`config.mk`:
```
export PLATFORM = sky130hd
export DESIGN_NAME = nn_mem_server
export DESIGN_NICKNAME = d
export VERILOG_FILES = /design/src/rtl/nn_mem_pkg.sv /design/src/rtl/nn_rr_arb3.sv /design/src/rtl/nn_mem_server.sv
export SDC_FILE = /design/constraint.sdc
export NUM_CORES = 1
export LEC_CHECK = 0
export BUFFER_PORTS_ARGS = -buffer_cell sky130_fd_sc_hd__buf_2
export CAP_MARGIN = 20
export CORE_MARGIN = 2
export CORE_UTILIZATION = 42
export CTS_BUF_LIST = sky130_fd_sc_hd__clkbuf_8
export DETAILED_ROUTE_END_ITERATION = 8
export GPL_TIMING_DRIVEN = 1
export PLACE_DENSITY = 0.72
export SLEW_MARGIN = 10
export SYNTH_ARGS = -nofsm -noshare
export SYNTH_HDL_FRONTEND = slang
export SYNTH_SLANG_ARGS = --single-unit
```
`constraint.sdc`:
```
create_clock -name clk -period 6.5 [get_ports clk]
set_input_delay 1.3 -clock clk [delete_from_list [all_inputs] [get_ports clk]]
set_output_delay 1.3 -clock clk [all_outputs]
set_load 0.005 [all_outputs]
```
`src/rtl/nn_mem_pkg.sv`:
```
// Shared types for the network memory server: channel ids, in-flight tag, widths.
package nn_mem_pkg;

   localparam int DW = 16;
   localparam int AW = 17;

   typedef enum logic [1:0] {
      CH_IN = 2'd0,
      CH_IH = 2'd1,
      CH_HO = 2'd2
   } ch_e;

   typedef struct packed {
      logic          valid;
      ch_e           ch;
      logic [AW-1:0] addr;
   } tag_t;

   function automatic ch_e next_ch(input ch_e c);
      return (c == CH_HO) ? CH_IN : ch_e'(c + 2'd1);
   endfunction

endpackage

```
`src/rtl/nn_rr_arb3.sv`:
```
// Three-request round-robin arbiter: one-hot grant starting at ptr, next pointer after the winner.
module nn_rr_arb3
   import nn_mem_pkg::*;
(
   input  logic [2:0] req,
   input  logic [1:0] ptr,
   output logic [2:0] gnt,
   output logic [1:0] ptr_nxt
);

   always_comb begin
      ch_e  c;
      logic found;
      gnt     = '0;
      ptr_nxt = ptr;
      c       = ch_e'(ptr);
      found   = 1'b0;
      for (int unsigned i = 0; i < 3; i++) begin
         if (!found && req[c]) begin
            gnt[c]  = 1'b1;
            ptr_nxt = next_ch(c);
            found   = 1'b1;
         end
         c = next_ch(c);
      end
   end

endmodule

```
`src/rtl/nn_mem_server.sv`:
```
// Serves addr_in/addr_ih/addr_ho from one shared memory, refetching a channel when its address changes.
// Optional NN_MEM_STATS_EN adds saturating stat_fetch / stat_stale counters.
module nn_mem_server
   import nn_mem_pkg::*;
#(
   parameter int             MAW     = 20,
   parameter logic [MAW-1:0] BASE_IN = 20'h00000,
   parameter logic [MAW-1:0] BASE_IH = 20'h20000,
   parameter logic [MAW-1:0] BASE_HO = 20'h40000,
   parameter int             MEM_LAT = 1
) (
   input  logic           clk,
   input  logic           rst,
   input  logic [16:0]    addr_in,
   input  logic [16:0]    addr_ih,
   input  logic [16:0]    addr_ho,
   output logic [15:0]    in,
   output logic [15:0]    wih,
   output logic [15:0]    who,
   output logic           vld_in,
   output logic           vld_ih,
   output logic           vld_ho,
   output logic           mem_rd_en,
   output logic [MAW-1:0] mem_addr,
   input  logic [15:0]    mem_rdata
`ifdef NN_MEM_STATS_EN
   ,
   output logic [31:0]    stat_fetch,
   output logic [31:0]    stat_stale
`endif
);

   logic [AW-1:0] cur_addr    [3];
   logic [AW-1:0] issued_addr [3];
   logic [AW-1:0] data_addr   [3];
   logic [DW-1:0] data_q      [3];
   logic [2:0]    issued;
   logic [2:0]    data_ok;
   logic [2:0]    req;
   logic [2:0]    gnt;
   logic          gnt_any;
   ch_e           gnt_ch;
   ch_e           ptr;
   logic [1:0]    ptr_nxt;
   tag_t          pipe [MEM_LAT];
   tag_t          ret;
   logic          ret_hit;

   function automatic logic [MAW-1:0] base_of(input ch_e c);
      case (c)
         CH_IH:   return BASE_IH;
         CH_HO:   return BASE_HO;
         default: return BASE_IN;
      endcase
   endfunction

   assign cur_addr[0] = addr_in;
   assign cur_addr[1] = addr_ih;
   assign cur_addr[2] = addr_ho;

   always_comb begin
      req = '0;
      for (int unsigned i = 0; i < 3; i++)
         req[i] = !issued[i] || (cur_addr[i] != issued_addr[i]);
   end

   nn_rr_arb3 u_arb (
      .req     (req),
      .ptr     (ptr),
      .gnt     (gnt),
      .ptr_nxt (ptr_nxt)
   );

   assign gnt_any = |gnt;
   assign gnt_ch  = gnt[1] ? CH_IH : (gnt[2] ? CH_HO : CH_IN);

   // A return is only useful if the channel still points at the address it was fetched for.
   assign ret     = pipe[MEM_LAT-1];
   assign ret_hit = ret.valid && (ret.addr == cur_addr[ret.ch]);

   always_ff @(posedge clk) begin
      if (rst) begin
         issued    <= '0;
         data_ok   <= '0;
         mem_rd_en <= 1'b0;
         mem_addr  <= '0;
         ptr       <= CH_IN;
         for (int unsigned i = 0; i < 3; i++) begin
            issued_addr[i] <= '0;
            data_addr[i]   <= '0;
            data_q[i]      <= '0;
         end
         for (int unsigned i = 0; i < MEM_LAT; i++)
            pipe[i] <= '0;
      end else begin
         mem_rd_en <= gnt_any;
         pipe[0]   <= '{valid: gnt_any, ch: gnt_ch, addr: cur_addr[gnt_ch]};
         for (int unsigned i = 1; i < MEM_LAT; i++)
            pipe[i] <= pipe[i-1];
         if (gnt_any) begin
            mem_addr            <= base_of(gnt_ch) + MAW'(cur_addr[gnt_ch]);
            issued[gnt_ch]      <= 1'b1;
            issued_addr[gnt_ch] <= cur_addr[gnt_ch];
            ptr                 <= ch_e'(ptr_nxt);
         end
         if (ret_hit) begin
            data_q[ret.ch]    <= mem_rdata;
            data_addr[ret.ch] <= ret.addr;
            data_ok[ret.ch]   <= 1'b1;
         end
      end
   end

   assign in     = data_q[0];
   assign wih    = data_q[1];
   assign who    = data_q[2];
   assign vld_in = data_ok[0] && (data_addr[0] == addr_in);
   assign vld_ih = data_ok[1] && (data_addr[1] == addr_ih);
   assign vld_ho = data_ok[2] && (data_addr[2] == addr_ho);

`ifdef NN_MEM_STATS_EN
   always_ff @(posedge clk) begin
      if (rst) begin
         stat_fetch <= '0;
         stat_stale <= '0;
      end else begin
         if (gnt_any && (stat_fetch != '1))
            stat_fetch <= stat_fetch + 32'd1;
         if (ret.valid && !ret_hit && (stat_stale != '1))
            stat_stale <= stat_stale + 32'd1;
      end
   end
`endif

endmodule

```
==> results.txt, run 1 <==
outcome: finished clean
Pwr per Cell Area: 322 nW/um2
Final GP Congestion: 0.904
Tightest Hold Check Type: reg -> reg
CP Data Arrival Time: 4870 ps
H-tree depth: 4
hold slack: 463 ps
post-synthesis adder-cell area fraction: 0%
global-route wire length before repair: 42400 um
Die Ht: 157 um
n_diodes: 0
fraction of registers with async set or reset after synthesis: 0%
relative slew slack: 32.9%
Clock Power Share: 23.3%
Post-synth EDFFs: 150
IO buf count: 139
initial antenna violation count: 1
detailed router's first-iteration violation count: 900
area of the multi-input gates: 3960 um2
Most Crowded Layer GR: met2
final wirelength: 28800 um
setup TNS: 0 ps
commonest non-fill, non-tap cells in the layout: edfxtp_1 (150), buf_2 (139), and2_1 (101), xnor2_1 (82), a21oi_1 (68)
post-synthesis compound-gate area fraction: 15.4%
Congestion Overflow GR: 0
Fillers: 2070
combinational power share: 28.2%
CTS Hold Bufs: 0
main combinational cell family by area after synthesis: compound AO/OA/AOI/OAI gates
clk sink count: 197
syn nets: 886
r2r worst-path depth: 8
vias in the first global route: 6793
clock skew: 17.6 ps
DRC: 0
endpoints failing hold: 0
Initial Util: 43.1%
post-DR wirelength/cell: 23.1 um
TritonRoute pass-1 iters: 5
fraction of layout cells with a size suffix above 1: 24.0%
post-synthesis instance total: 817
Synth area leaders: edfxtp_1 (46%), dfxtp_1 (9.6%), xnor2_1 (7.3%)
Synth Area in Simple Gates: 12.5%
Clock Tree Buf Depth: 2
XOR/XNOR Fraction of Synth Area: 10.6%
DP Wirelength: 20100 um
P&R area growth vs syn: 13.0%
overall routing resource usage: 23.4%
Max Clock Freq: 0.210 GHz
NetSw: 1.29 mW
count of different cell masters after synthesis: 53
net switching fraction of the power: 36.1%
Resized cells post-CTS: 0
# setup viols final: 0
number of nets still failing antenna checks after routing: 0
met1 Track Usage GR: 32.4%
largest net degree at the start of global routing: 36
die area: 24600 um2
CTS root buf: clkbuf_8
Sequential Power Share: 48.5%
critical path fanouts, max: 35
Hold Path Stages: 1
Ports: 141
Die Width: 157 um
area share of the largest cell type after synthesis: 45.9%
mapped cell area: 9820 um2
worst vdd ir: 0.166 mV
sequential share of the synthesized area: 55.4%
vias per inst: 5.80
Worst EP required: 6600 ps
M2 GR Usage: 38.0%
CTS tree: yes
RSZ-0062 raised after global routing: false
Leak Pwr: 4.27 nW
crit path kind: reg -> reg
P_int: 2.28 mW
Core Area: 22800 um2
YS warnings: 0
GR Util met3: 4.49%
CTS buffer count: 17
post-synthesis mux area share: 1.73%
commonest non-fill, non-tap cell in the layout: edfxtp_1
Post-CTS Setup Bufs: 0
Via Count: 7239
Post-Syn Area per Cell: 12.0 um2
crit share post-route: 73.4%
Slew Viols, Final: 0
Worst-path clk slew: 110 ps
Finished Layout Cells: 1248
Worst Setup End Kind: register
Clk Latency, worst-skew pair: 470 ps
max_cap viols: 0
Yosys reg bits: 197
Worst-Margin Slew: 1000 ps
FF+latch area: 5450 um2
Period minus WS final: 4770 ps
Top FF cell, synth: edfxtp_1
# placed instances: 1213
Synth area leader: edfxtp_1
fin nets: 991
cell row count: 55
Setup crit start kind: register
[flip-flops by register name, summed over array words and instances, names as in the netlist]
signal and flops:
data_addr 51, issued_addr 51, data_q 48, pipe 20, mem_addr 19, data_ok 3, issued 3, ptr 2
[synthesized netlist by cell type (10+ instances only)]
library cell,instances
a311oi_2,11
buf_2,15
nor2_1,12
xor2_1,37
o22ai_1,17
mux2i_1,17
a21oi_1,68
a31oi_1,17
a32oi_1,16
a2bb2oi_1,10
clkbuf_1,34
o211a_1,17
xnor2_1,82
o21ai_0,17
nand4_1,17
edfxtp_1,150
nand2_1,23
inv_1,22
dfxtp_1,47
and2_1,101
nor4_1,11
[critical path, cell delays in order, from the launching register on]
cell and delay [ps]:
dfxtp_1 1000, nor2b_2 860, a2bb2oi_2 130, xnor2_1 240
nor4_2 560, nand4_4 220, nor4b_4 240, buf_4 360
or2_2 760
[worst paths after layout]
path                                  start          endpoint  slack [ps]
worst min register to register   data_ok[2]        data_ok[2]         460
worst max-delay path            pipe[0][17]  data_addr[1][14]        1730
worst max register to register  pipe[0][17]  data_addr[1][14]        1730
worst min-delay path             data_ok[2]        data_ok[2]         460
[through the flow]
| step | util, % | power, mW | area, um2 | worst slack (ps) |
|---|---|---|---|---|
| global route | 48.7 | 3.70 | 11100 | 1460 |
| CTS | 48.5 | 3.54 | 11000 | 1780 |
| detailed placement | 46.7 | 2.72 | 10600 | 1790 |
| floorplan | - | 2.40 | 9820 | 2710 |
| finish | 48.7 | 3.57 | 11100 | 1730 |
| global placement | 46.7 | 2.70 | 10600 | 1540 |
[logic make-up after synthesis]
logic type / count (synthesis)
other: 1
buffers and inverters: 86
AOI/OAI and AO/OA: 203
xor gates and xnor gates: 119
and+or+nand+nor: 194
muxes: 17
DFF: 197
[cell type report]
cell class | count | share of cell area, %
Clock inverter | 15 | 1.66
Timing Repair Buffer | 149 | 7.16
Tap cell | 313 | 3.53
Clock buffer | 17 | 2.11
Multi-Input combinational cell | 534 | 35.7
Inverter | 23 | 0.778
Sequential cell | 197 | 49.1
[power by group through the flow]
stage | Combinational, mW | Sequential [mW] | Clock (mW)
floorplan | 0.698 | 1.70 | 0
global placement | 0.951 | 1.75 | 0
detailed placement | 0.967 | 1.75 | 0
CTS | 0.974 | 1.73 | 0.837
global route | 1.07 | 1.75 | 0.882
finish | 1.01 | 1.73 | 0.832
[routing by layer]
layer  vias up  part of all wire [%]
li1       3202                     -
met1      3576                    42
met2       403                    48
met3        56                   8.1
met4         2                   2.3
met5         -                 0.024
Power figures use the tool's default switching activity.
==> run 2, diff against run 1 <==
--- a/config.mk
+++ b/config.mk
@@ -5,6 +5,7 @@
 export SDC_FILE = /design/constraint.sdc
 export NUM_CORES = 1
 export LEC_CHECK = 0
+export ABC_AREA = 1
 export BUFFER_PORTS_ARGS = -buffer_cell sky130_fd_sc_hd__buf_2
 export CAP_MARGIN = 20
 export CORE_MARGIN = 2
@@ -12,7 +13,7 @@
 export CTS_BUF_LIST = sky130_fd_sc_hd__clkbuf_8
 export DETAILED_ROUTE_END_ITERATION = 8
 export GPL_TIMING_DRIVEN = 1
-export PLACE_DENSITY = 0.72
+export PLACE_DENSITY = 0.74
 export SLEW_MARGIN = 10
 export SYNTH_ARGS = -nofsm -noshare
 export SYNTH_HDL_FRONTEND = slang
==> constraint.sdc (replaced) <==
create_clock -name clk -period 4 [get_ports clk]
set_input_delay 0.8 -clock clk [delete_from_list [all_inputs] [get_ports clk]]
set_output_delay 0.8 -clock clk [all_outputs]
set_load 0.005 [all_outputs]
==> run 2 against run 1 <==
Sequential share of layout area fell by 2.7 points. Via count rose by 26%. Clock skew rose by 2.0 ps. Critical path depth fell by 2. Power rose by 34%. Routed wire length rose by 15%. Utilization fell by 0.46 points. Count of clock-buffer cells in the layout did not move. Final cell count rose by 40%. Critical endpoint is now vld_in. Largest power group unchanged.
==> results.txt, run 2 <==
outcome: finished clean
crit path kind: in -> out
synth cell count leaders: nand2_1 (337), inv_1 (223), nor2_1 (184)
most common cell in the synthesized netlist: nand2_1
number of nets still failing antenna checks after routing: 0
Worst-Margin Slew: 741 ps
setup TNS: 0 ps
Initial Util: 42.7%
Layout Cell Area excl Fill: 11700 um2
CTS tree: yes
CP Data Arrival Time: 2520 ps
Final GP Congestion: 1.03
Sequential Power Share: 51.7%
critical path fanouts, max: 6
Synth area leader: edfxtp_1
crit share post-route: 82.9%
final worst slack: 684 ps
P_int: 3.14 mW
post-DR wirelength/cell: 19.0 um
Tightest Hold Check Type: reg -> reg
n_diodes: 0
Post-synth EDFFs: 150
clk sink count: 197
YS warnings: 0
Resized cells post-CTS: 0
post-synthesis instance total: 1257
Worst EP required: 3200 ps
IO buf count: 139
net switching fraction of the power: 34.3%
fraction of layout cells with a size suffix above 1: 19.8%
Clk Latency, worst-skew pair: 490 ps
mapped cell area: 10400 um2
Slew Viols, Final: 0
CTS root buf: clkbuf_8
Yosys reg bits: 197
crit path max-delay cell type: a2111oi_0
WP buf/inv: 2
clock skew: 19.5 ps
Setup crit start kind: input pin
endpoints failing hold: 0
CTS buffer count: 17
count of different cell masters after synthesis: 43
Die Width: 161 um
Worst-path clk slew: 100 ps
Core Area: 24300 um2
commonest non-fill, non-tap cells in the layout: nand2_1 (337), inv_1 (225), nor2_1 (184), edfxtp_1 (150), buf_2 (139)
# setup viols final: 0
vias per inst: 5.26
Top FF cell, synth: edfxtp_1
Power Total: 4.77 mW
max_cap viols: 0
initial antenna violation count: 0
sequential share of the synthesized area: 52.5%
Leak Pwr: 5.89 nW
Placement Setup Slack: 598 ps
Post-CTS Setup Bufs: 0
Post-DP Area: 11400 um2
fraction of registers with async set or reset after synthesis: 0%
largest registers: data_addr (51), issued_addr (51), data_q (48)
worst vdd ir: 0.201 mV
largest net degree at the start of global routing: 39
Max Clock Freq: 0.302 GHz
commonest non-fill, non-tap cell in the layout: nand2_1
H-tree depth: 4
Period minus WS final: 3320 ps
fin nets: 1473
Clock Tree Buf Depth: 2
Via Count: 9149
area share of the largest cell type after synthesis: 43.4%
combinational power share: 22.8%
Post-Syn Area per Cell: 8.25 um2
relative slew slack: 50.5%
die area: 26000 um2
detailed router's first-iteration violation count: 1350
global-route wire length before repair: 48600 um
vias in the first global route: 8470
TritonRoute pass-1 iters: 6
Clock Power Share: 25.5%
Congestion Overflow GR: 0
Die Ht: 161 um
# placed instances: 1709
cell family with most CP delay: compound AO/OA/AOI/OAI gates
syn nets: 1326
Ports: 141
Finished Layout Cells: 1741
Worst Setup End Kind: output pin
most used cell, CP: buf_2
DP Wirelength: 25400 um
hold slack: 466 ps
Synth area leaders: edfxtp_1 (43%), nand2_1 (12%), dfxtp_1 (9.1%)
overall routing resource usage: 25.4%
Pwr per Cell Area: 407 nW/um2
final design utilization: 48.2%
final wirelength: 33100 um
crit-path max cell delay: 530 ps
P&R area growth vs syn: 13.1%
DRC: 0
CTS Hold Bufs: 0
cell row count: 57
CP cell instances: buf_2 -> or2_2 -> a221oi_1 -> nand3_1 -> a2111oi_0 -> buf_2
NetSw: 1.64 mW
RSZ-0062 raised after global routing: false
[run 2: cell types whose count changed in the layout (fill, tap and decap cells not counted), moves of 64 or more]
cell | previous run | this run
a21oi_1 | 68 | 4
and2_1 | 101 | 3
inv_1 | 22 | 225
nand2_1 | 23 | 337
nor2_1 | 12 | 184
xnor2_1 | 82 | 14
[run 2: layout make-up]
type / count / area, um2
Clock inverter: 15 / 126
Multi-Input combinational cell: 776 / 3730
Tap cell: 324 / 405
Clock buffer: 17 / 234
Sequential cell: 197 / 5450
Timing Repair Buffer: 159 / 846
Fill cell: 2323 / 12600
Inverter: 253 / 950
[run 2: cells by family (layout without fill, tap and decap cells)]
logic type             count (synthesis)  count (layout)  share of synthesized area (%)
AND/OR/NAND/NOR                      651             651                           27.3
buffers and inverters                284             444                           11.6
flip-flops                           197             197                           52.5
AO/OA/AOI/OAI                         95              95                           6.19
XOR/XNOR                              29              29                           2.45
other                                  1               1                         0.0361
[run 2: path summary, 6_finish.rpt]
kind / from / to / slack, ps / cells after the start
min: data_ok[1] / data_ok[1] / 470 / 2
min reg2reg: data_ok[1] / data_ok[1] / 470 / 2
max reg2reg: pipe[0][17] / data_q[1][7] / 910 / 9
max: addr_in[8] / vld_in / 680 / 6
[run 2: layer usage]
layer	wire [um]	share of wire, %	global-route usage [%]	vias up
met5	0	0	0	-
met4	1670	5.0	12.5	0
met3	3760	11	6.73	106
met2	14800	45	39.2	549
met1	12900	39	33.1	4256
li1	-	-	-	4238
[run 2: power groups by stage]
| stage | Clock, mW | Sequential, mW | Combinational (mW) |
|---|---|---|---|
| after floorplan | 0 | 2.49 | 0.660 |
| after detailed placement | 0 | 2.51 | 1.05 |
| after CTS | 1.23 | 2.46 | 1.05 |
| after global routing | 1.30 | 2.48 | 1.17 |
| after global placement | 0 | 2.51 | 1.04 |
| final | 1.22 | 2.47 | 1.09 |
[run 2: worst reg2reg max path, delay by kind of cell, from the launching register on]
kind | cells | cell delay [ps]
AND/OR/NAND/NOR | 5 | 1420
buffers and inverters | 2 | 660
flip-flops | 1 | 360
AO/OA/AOI/OAI | 2 | 310
